$ cat config.mk
export PLATFORM = sky130hd
export DESIGN_NAME = mem_access_initiator_flat
export DESIGN_NICKNAME = d
export VERILOG_FILES = /design/src/rtl/mem_access_pkg.sv /design/src/rtl/mem_access_initiator_if.sv /design/src/rtl/mem_latency_counter.sv /design/src/rtl/mem_access_initiator.sv /design/src/flat_wrapper.sv
export SDC_FILE = /design/constraint.sdc
export NUM_CORES = 1
export LEC_CHECK = 0
export CORE_ASPECT_RATIO = 0.7
export CORE_MARGIN = 8
export CORE_UTILIZATION = 43
export CTS_BUF_LIST = sky130_fd_sc_hd__clkbuf_4
export CTS_CLUSTER_DIAMETER = 40
export CTS_CLUSTER_SIZE = 20
export DETAILED_ROUTE_END_ITERATION = 6
export HOLD_SLACK_MARGIN = 0.05
export PLACE_DENSITY = 0.91
export SLEW_MARGIN = 20
export SYNTH_ARGS = -nofsm -noshare
export SYNTH_HDL_FRONTEND = slang
export SYNTH_SLANG_ARGS = --single-unit
export TNS_END_PERCENT = 10
$ cat constraint.sdc
create_clock -name clk -period 2.8 [get_ports clk]
set_input_delay 0.56 -clock clk [delete_from_list [all_inputs] [get_ports clk]]
set_output_delay 0.56 -clock clk [all_outputs]
set_load 0.05 [all_outputs]
$ cat src/rtl/mem_access_pkg.sv
// Shared FSM state encoding and I/O-port address map for the memory access initiator.
package mem_access_pkg;

  typedef enum logic [1:0] {
    IDLE  = 2'd0,
    ISSUE = 2'd1,
    WAIT  = 2'd2,
    RESP  = 2'd3
  } state_e;

  // 0xFD/0xFE are read-only input ports; 0xFF is a plain writable output port.
  localparam logic [7:0] PORT0_ADDR   = 8'hFD;
  localparam logic [7:0] PORT1_ADDR   = 8'hFE;
  localparam logic [7:0] OUTPORT_ADDR = 8'hFF;

  localparam int LAT_CNT_W = 2;

endpackage

$ cat src/rtl/mem_access_initiator_if.sv
// Request/response handshake plus memory-unit bus; slave = initiator, master = requester/memory side.
interface mem_access_initiator_if #(
  parameter int ADDR_WIDTH = 8,
  parameter int DATA_WIDTH = 32
);

  logic                  req_valid;
  logic                  req_ready;
  logic                  req_we;
  logic [ADDR_WIDTH-1:0] req_addr;
  logic [DATA_WIDTH-1:0] req_wdata;
  logic                  rsp_valid;
  logic                  rsp_ready;
  logic [DATA_WIDTH-1:0] rsp_rdata;
  logic                  rsp_err;
  logic [ADDR_WIDTH-1:0] mem_addr;
  logic                  mem_write_en;
  logic [DATA_WIDTH-1:0] mem_data_in;
  logic [DATA_WIDTH-1:0] mem_data_out;

  modport slave (
    input  req_valid, req_we, req_addr, req_wdata, rsp_ready, mem_data_out,
    output req_ready, rsp_valid, rsp_rdata, rsp_err, mem_addr, mem_write_en, mem_data_in
  );

  modport master (
    output req_valid, req_we, req_addr, req_wdata, rsp_ready, mem_data_out,
    input  req_ready, rsp_valid, rsp_rdata, rsp_err, mem_addr, mem_write_en, mem_data_in
  );

endinterface

$ cat src/rtl/mem_latency_counter.sv
// WAIT-phase down-counter: load sets the count, dec steps it toward 0, done flags the last cycle.
// Latency: registered count, combinational done; no backpressure (driven by the FSM only).
module mem_latency_counter
  import mem_access_pkg::*;
(
  input  logic                 clk,
  input  logic                 rst,
  input  logic                 load_i,
  input  logic [LAT_CNT_W-1:0] load_val_i,
  input  logic                 dec_i,
  output logic                 done_o
);

  logic [LAT_CNT_W-1:0] cnt_q, cnt_d;

  always_comb begin
    cnt_d = cnt_q;
    if (load_i) begin
      cnt_d = load_val_i;
    end else if (dec_i && (cnt_q != '0)) begin
      cnt_d = cnt_q - LAT_CNT_W'(1);
    end
  end

  always_ff @(posedge clk or posedge rst) begin
    if (rst) begin
      cnt_q <= '0;
    end else begin
      cnt_q <= cnt_d;
    end
  end

  assign done_o = (cnt_q == LAT_CNT_W'(1));

endmodule

$ cat src/rtl/mem_access_initiator.sv
// Single-outstanding load/store initiator: response 2 cycles after accept (stores) or 2+READ_LATENCY (loads).
// Backpressure: req_ready only in IDLE; a response is held in RESP until rsp_ready.
module mem_access_initiator
  import mem_access_pkg::*;
#(
  parameter int ADDR_WIDTH   = 8,
  parameter int DATA_WIDTH   = 32,
  parameter int READ_LATENCY = 1
) (
  input logic                   clk,
  input logic                   rst,
  mem_access_initiator_if.slave bus
);

  state_e                state_q, state_d;
  logic                  we_q, we_d;
  logic [ADDR_WIDTH-1:0] addr_q, addr_d;
  logic [DATA_WIDTH-1:0] wdata_q, wdata_d;
  logic [DATA_WIDTH-1:0] rdata_q, rdata_d;
  logic                  err_q, err_d;
  logic                  cnt_load, cnt_dec, cnt_done;
  logic                  ro_hit;

  assign ro_hit = (addr_q == ADDR_WIDTH'(PORT0_ADDR)) || (addr_q == ADDR_WIDTH'(PORT1_ADDR));

  mem_latency_counter u_lat_cnt (
    .clk        (clk),
    .rst        (rst),
    .load_i     (cnt_load),
    .load_val_i (LAT_CNT_W'(READ_LATENCY)),
    .dec_i      (cnt_dec),
    .done_o     (cnt_done)
  );

  always_comb begin
    state_d  = state_q;
    we_d     = we_q;
    addr_d   = addr_q;
    wdata_d  = wdata_q;
    rdata_d  = rdata_q;
    err_d    = err_q;
    cnt_load = 1'b0;
    cnt_dec  = 1'b0;
    case (state_q)
      IDLE: begin
        if (bus.req_valid) begin
          we_d     = bus.req_we;
          addr_d   = bus.req_addr;
          wdata_d  = bus.req_wdata;
          cnt_load = 1'b1;
          state_d  = ISSUE;
        end
      end
      ISSUE: begin
        if (we_q) begin
          rdata_d = '0;
          err_d   = ro_hit;
          state_d = RESP;
        end else begin
          state_d = WAIT;
        end
      end
      WAIT: begin
        cnt_dec = 1'b1;
        if (cnt_done) begin
          rdata_d = bus.mem_data_out;
          err_d   = 1'b0;
          state_d = RESP;
        end
      end
      RESP: begin
        if (bus.rsp_ready) begin
          state_d = IDLE;
        end
      end
      default: state_d = IDLE;
    endcase
  end

  always_ff @(posedge clk or posedge rst) begin
    if (rst) begin
      state_q <= IDLE;
      we_q    <= 1'b0;
      addr_q  <= '0;
      wdata_q <= '0;
      rdata_q <= '0;
      err_q   <= 1'b0;
    end else begin
      state_q <= state_d;
      we_q    <= we_d;
      addr_q  <= addr_d;
      wdata_q <= wdata_d;
      rdata_q <= rdata_d;
      err_q   <= err_d;
    end
  end

  // Write strobe is decoded from state so reset kills it without waiting for an edge.
  assign bus.req_ready    = (state_q == IDLE);
  assign bus.rsp_valid    = (state_q == RESP);
  assign bus.rsp_rdata    = rdata_q;
  assign bus.rsp_err      = err_q;
  assign bus.mem_addr     = addr_q;
  assign bus.mem_data_in  = wdata_q;
  assign bus.mem_write_en = (state_q == ISSUE) && we_q && !ro_hit;

endmodule

$ cat src/flat_wrapper.sv
// flat-port wrapper written by rule: the top's interface ports become plain ports
module mem_access_initiator_flat import mem_access_pkg::*;
#(
  parameter int ADDR_WIDTH   = 8,
  parameter int DATA_WIDTH   = 32,
  parameter int READ_LATENCY = 1
)
  (clk, rst, bus_req_valid, bus_req_we, bus_req_addr, bus_req_wdata, bus_rsp_ready, bus_mem_data_out, bus_req_ready, bus_rsp_valid, bus_rsp_rdata, bus_rsp_err, bus_mem_addr, bus_mem_write_en, bus_mem_data_in);
  mem_access_initiator_if #(.ADDR_WIDTH(ADDR_WIDTH), .DATA_WIDTH(DATA_WIDTH)) bus_i ();
  input logic clk;
  input logic rst;
  input wire logic [$bits(bus_i.req_valid)-1:0] bus_req_valid;
  input wire logic [$bits(bus_i.req_we)-1:0] bus_req_we;
  input wire logic [$bits(bus_i.req_addr)-1:0] bus_req_addr;
  input wire logic [$bits(bus_i.req_wdata)-1:0] bus_req_wdata;
  input wire logic [$bits(bus_i.rsp_ready)-1:0] bus_rsp_ready;
  input wire logic [$bits(bus_i.mem_data_out)-1:0] bus_mem_data_out;
  output wire logic [$bits(bus_i.req_ready)-1:0] bus_req_ready;
  output wire logic [$bits(bus_i.rsp_valid)-1:0] bus_rsp_valid;
  output wire logic [$bits(bus_i.rsp_rdata)-1:0] bus_rsp_rdata;
  output wire logic [$bits(bus_i.rsp_err)-1:0] bus_rsp_err;
  output wire logic [$bits(bus_i.mem_addr)-1:0] bus_mem_addr;
  output wire logic [$bits(bus_i.mem_write_en)-1:0] bus_mem_write_en;
  output wire logic [$bits(bus_i.mem_data_in)-1:0] bus_mem_data_in;
  assign bus_i.req_valid = bus_req_valid;
  assign bus_i.req_we = bus_req_we;
  assign bus_i.req_addr = bus_req_addr;
  assign bus_i.req_wdata = bus_req_wdata;
  assign bus_i.rsp_ready = bus_rsp_ready;
  assign bus_i.mem_data_out = bus_mem_data_out;
  assign bus_req_ready = bus_i.req_ready;
  assign bus_rsp_valid = bus_i.rsp_valid;
  assign bus_rsp_rdata = bus_i.rsp_rdata;
  assign bus_rsp_err = bus_i.rsp_err;
  assign bus_mem_addr = bus_i.mem_addr;
  assign bus_mem_write_en = bus_i.mem_write_en;
  assign bus_mem_data_in = bus_i.mem_data_in;
  mem_access_initiator #(.ADDR_WIDTH(ADDR_WIDTH), .DATA_WIDTH(DATA_WIDTH), .READ_LATENCY(READ_LATENCY)) u_core (.clk(clk), .rst(rst), .bus(bus_i));
endmodule
* Word level (Yosys, flattened, before mapping)
Cells that the tools add are included.
Widths: inputs -> output; s select.
** Word-level totals
- Flip-flop bits (word level) :: 78
- Input bits :: 77
- Word-level logic and storage cells :: 46
** Cells by class
- Add/subtract/negate cells :: 1
- Equality and inequality tests :: 10
- Mux-type cells :: 16
- Reductions and logical operators :: 12
** Operators by type and width (count)
- $mux 32 :: 2
- $pmux 32 s2 :: 1
- $eq 8x8->1 const B :: 2
- $mux 2 :: 5
- $pmux 2 s4 :: 1
- $mux 1 :: 6
- $reduce_and 3->1 :: 2
- $reduce_bool 2->1 :: 3
- $eq 2x1->1 const B :: 2
- $eq 2x2->1 const B :: 2
- $ne 2x1->1 const B :: 2
- $ne 2x2->1 const B :: 2
- $logic_and 1x1->1 :: 3
- $logic_not 2->1 :: 1
- $pmux 1 s2 :: 1
- $reduce_and 2->1 :: 1
- $sub 2x1->2 const B :: 1
- $logic_not 1->1 :: 1
- $logic_or 1x1->1 :: 1

* Longest topological paths before layout
- Depth after elaboration :: 5
- Depth in mapped cells :: 7
- Depth with buffers taken out :: 5

* Hierarchy
Synthesis repeated with hierarchy kept, for this count alone.
** Unflattened totals
- Cell total of the unflattened synthesis :: 269
- Area total of the unflattened synthesis :: 3403.3 um2
** By module, submodules not included
- mem_access_initiator :: times used 1, cells each 255, area each 3255.6 um2
- mem_latency_counter :: times used 1, cells each 14, area each 147.6 um2

* Worst setup path before layout
Ideal clock, no wire load.
- Path kind :: reg2out
- Start point :: reg u_core.addr_q[1] (netlist: u_core.bus.mem_addr[1])
- End point :: out bus_mem_write_en
- Data arrival time :: 1531 ps
- Required time :: 2240 ps
- Path slack :: 709 ps
- Cell stages (with the launch flop) :: 4
- Buffers on the path :: 0
- Path through :: dfrtp_1 xnor2_1 nor3_1 nor2_1
** On the way
- Cells in the longest elaborated chain, start to end :: 4
- Elaborated cells on any way between the ends :: 5
- Classes of those cells :: 2 x eq/ne; 3 x reduce/logical
** RTL lines
- from (decl) :: line mem_access_initiator.sv:17 : logic [ADDR_WIDTH-1:0] addr_q, addr_d;
- from (signal assigned) :: line mem_access_initiator.sv:91 : addr_q <= addr_d;
- $eq 8x8->1 :: line mem_access_initiator.sv:24 : assign ro_hit = (addr_q == ADDR_WIDTH'(PORT0_ADDR)) || (addr_q == ADDR_WIDTH'(PORT1_ADDR));
- $logic_or 1x1->1 (*) :: line mem_access_initiator.sv:24
- $logic_not 1->1 (*) :: line mem_access_initiator.sv:105 : assign bus.mem_write_en = (state_q == ISSUE) && we_q && !ro_hit;
- $logic_and 1x1->1 (*) :: line mem_access_initiator.sv:105
- to (decl) :: line flat_wrapper.sv:23 : output wire logic [$bits(bus_i.mem_write_en)-1:0] bus_mem_write_en;
Mark *: on every way between the ends. The rest lies on a longest branch, timed or not.

* Worst setup path in the final report
- Start point :: reg u_core.state_q[0]
- End point :: out bus_req_ready
** On the way
- Cells in the longest elaborated chain, start to end :: 1
** RTL lines
- from (decl) :: line mem_access_initiator.sv:15 : state_e state_q, state_d;
- from (signal assigned) :: line mem_access_initiator.sv:89 : state_q <= state_d;
- $logic_not 2->1 :: line mem_access_initiator.sv:99 : assign bus.req_ready = (state_q == IDLE);
- to (decl) :: line flat_wrapper.sv:18 : output wire logic [$bits(bus_i.req_ready)-1:0] bus_req_ready;
Every way passes these cells.

==> impl_metrics.yaml <==
run_status:
  status: "finished clean"
timing:
  fin_crit_ns: 2.60
  worst_pin_slew_ns: 0.545
  hold_violations: 0
  relSlewSlack_pct: 63.7
  fmaxAchievable_ghz: 0.384
  fin_crit_sh_pct: 92.9
  finalMaxSlewViolations: 0
  finalSetupTns_ns: 0
  rsz0062_at_grt: "no"
  clock_skew_ns: 0.00641
  setup_viol: 0
finish:
  seqCellArea_um2: 1950
  antenna_cells: 0
  postLayoutCoreUtil_pct: 66.6
  instances_no_fill: 528
  multi_input_area_um2: 1170
  drive_gt1_share_pct: 6.09
  areaGrowthSynthToFinish_pct: 52.8
  final_nets: 506
  fillers: 590
synthesis:
  synth_cell_types: 24
  async_flop_share_pct: 100
  synth_commonest_cells: "dfrtp_1, mux2_1, inv_1"
  post-synth-top-count-cell: "dfrtp_1"
  yosysSeqAreaShare_pct: 57.9
  yosys_warnings: 0
  postSynthAreaPerCell_um2: 12.7
  synth_top_flop_cell: "dfrtp_1"
  synthCells: 265
  synth.area.top_cells: "dfrtp_1, mux2_1, mux2i_1"
  synth_area_um2: 3370
  synth_edf_count: 0
  ys_ff_latch: 78
  yosysTopAreaCellShare_pct: 57.9
  synth.largest_area_cell: "dfrtp_1"
  syn_nets: 349
clock_tree:
  numCtsBuffers: 9
  cts_resized: 1
  clkTransAtPathRegs_ns: 0.12
  cts_root_buffer: "clkbuf_4"
  tritoncts: "built"
  htreeDepth: 3
  cts_setup_buffers: 0
  clockBufferDepth: 2
  hold_buffers: 0
  insertion_delay_ns: 0.40
  clock_sinks: 78
critical_path:
  worstPathRequired_ns: 2.24
  cp_max_fo: 4
  path_class: "reg -> out"
  crit_slowest_cell: "clkdlybuf4s50_1"
  critPathArrivalTime_ns: 2.04
  cpLargestDelayFamily: "buffers and inverters"
  critPathLaunchType: "register"
  r2r_slack_ns: 0.92
  crit_chain: "inv_1 -> ha_1 -> clkdlybuf4s50_1"
  end_kind: "output port"
  cp.buffers_inverters: 2
  critPathMaxStageDelay_ns: 0.84
place:
  port_buffers: 152
  gp_congestion: 0.758
  dp_hpwl_um: 6550
  dp_cells: 512
drt:
  top_layer: "met4"
  first_pass_iters: 4
  via_per_inst: 4.66
  met1_length_um: 3510
  drt-wirelength-per-cell_um: 16.0
  drt_iter0_markers: 123
  ant_nets: 0
  met3_length_um: 845
  drc: 0
  met2WireLength_um: 4020
  routed_wl_um: 8470
  vias: 2460
power_and_ir_drop:
  power_density_nw_per_um2: 1360
  ir_drop_uv: 762
  power_leakage_uw: 0.00220
floorplan:
  die-area_um2: 11000
  die_w_um: 122
  start_util_pct: 43.6
  die_h_um: 90.1
  rows: 27
  coreArea_um2: 7740
  io_pins: 153
global_routing:
  antenna_found_initial: 0
  grt_pass1_wl_um: 13700
  gr-usage-all-layers_pct: 15.6
  grt_max_degree: 50
  grt_pass1_vias: 2743
  gr-total-overflow: 0
run:
  maxCapViolCount: 0
worst_hold_path:
  hold_path.class: "in -> async"
registers in the layout, indices dropped and copies added (netlist names):
register,count
u_core.u_lat_cnt.cnt_q,2
u_core.bus.rsp_rdata,32
u_core.bus.mem_addr,8
u_core.state_q,2
u_core.bus.mem_data_in,32
u_core.bus.rsp_err,1
u_core.we_q,1
where the power goes:
| part | internal, µW | switching, µW | leakage, µW |
|---|---|---|---|
| combinational | 1520 | 2700 | 0.00113 |
| clock | 461 | 382 | 0.0000942 |
| sequential | 1630 | 287 | 0.000979 |
path summary, 6_finish.rpt:
path                            depth (start not counted)                   endpoint                 startpoint
worst min register to register                          1  u_core.bus.mem_data_in[5]  u_core.bus.mem_data_in[5]
worst min-delay path                                    2  u_core.bus.mem_data_in[2]                        rst
max in group asynchronous                               3   u_core.bus.rsp_rdata[28]                        rst
worst max-delay path                                    3              bus_req_ready          u_core.state_q[0]
worst max register to register                          6   u_core.bus.rsp_rdata[25]          u_core.state_q[1]
min in group clk                                        1  u_core.bus.mem_data_in[5]  u_core.bus.mem_data_in[5]
metrics by stage:
| stage | setup WS, ns | instance area [µm²] | hold WS [ns] | total power [µW] |
|---|---|---|---|---|
| final | 0.199 | 5150 | 0.494 | 6990 |
| after global routing | 0.0749 | 5150 | 0.496 | 7360 |
| after CTS | 0.148 | 5150 | 0.463 | 7090 |
| after detailed placement | 0.438 | 4970 | 0.481 | 6230 |
| after global placement | 0.480 | 4970 | 0.473 | 6110 |
| after floorplan | 0.245 | 3370 | 0.464 | 4910 |
placed cells by master (no fill, tap or decap), drive strengths merged, types with 2 or more instances in the layout:
cell type / netlist / final
mux2i: 32 / 32
clkdlybuf4s50: 0 / 151
mux2: 42 / 42
xnor2: 2 / 2
inv: 38 / 37
dfrtp: 78 / 78
nor2: 4 / 4
clkinv: 0 / 3
nand2: 36 / 36
nor2b: 5 / 5
nor3: 2 / 2
buf: 10 / 5
bufinv: 0 / 3
clkbuf: 1 / 10
ha: 7 / 7
kinds of logic after synthesis:
kind of cell	after synthesis	synth area share (%)
adder cells (fa/ha/maj)	7	2.60
multiplexers	74	23.5
XOR/XNOR	2	0.520
flip-flops	78	57.9
buffers and inverters	49	7.35
AO/OA/AOI/OAI	4	1.22
AND/OR/NAND/NOR	51	6.90
area by class of cell:
| type | count | area share (%) |
|---|---|---|
| clock buffer | 10 | 1.46 |
| clock inverter | 6 | 2.14 |
| inverter | 38 | 2.79 |
| multi-input combinational | 138 | 22.8 |
| sequential | 78 | 37.9 |
| tap | 101 | 2.45 |
| timing repair buffer | 157 | 30.5 |
layer usage:
metal	vias to the layer above	track usage, %
met5	-	0
met4	0	4.71
met3	8	7.25
met2	96	26.0
met1	1184	17.3
li1	1172	-
(Power assumes the default switching activity.)
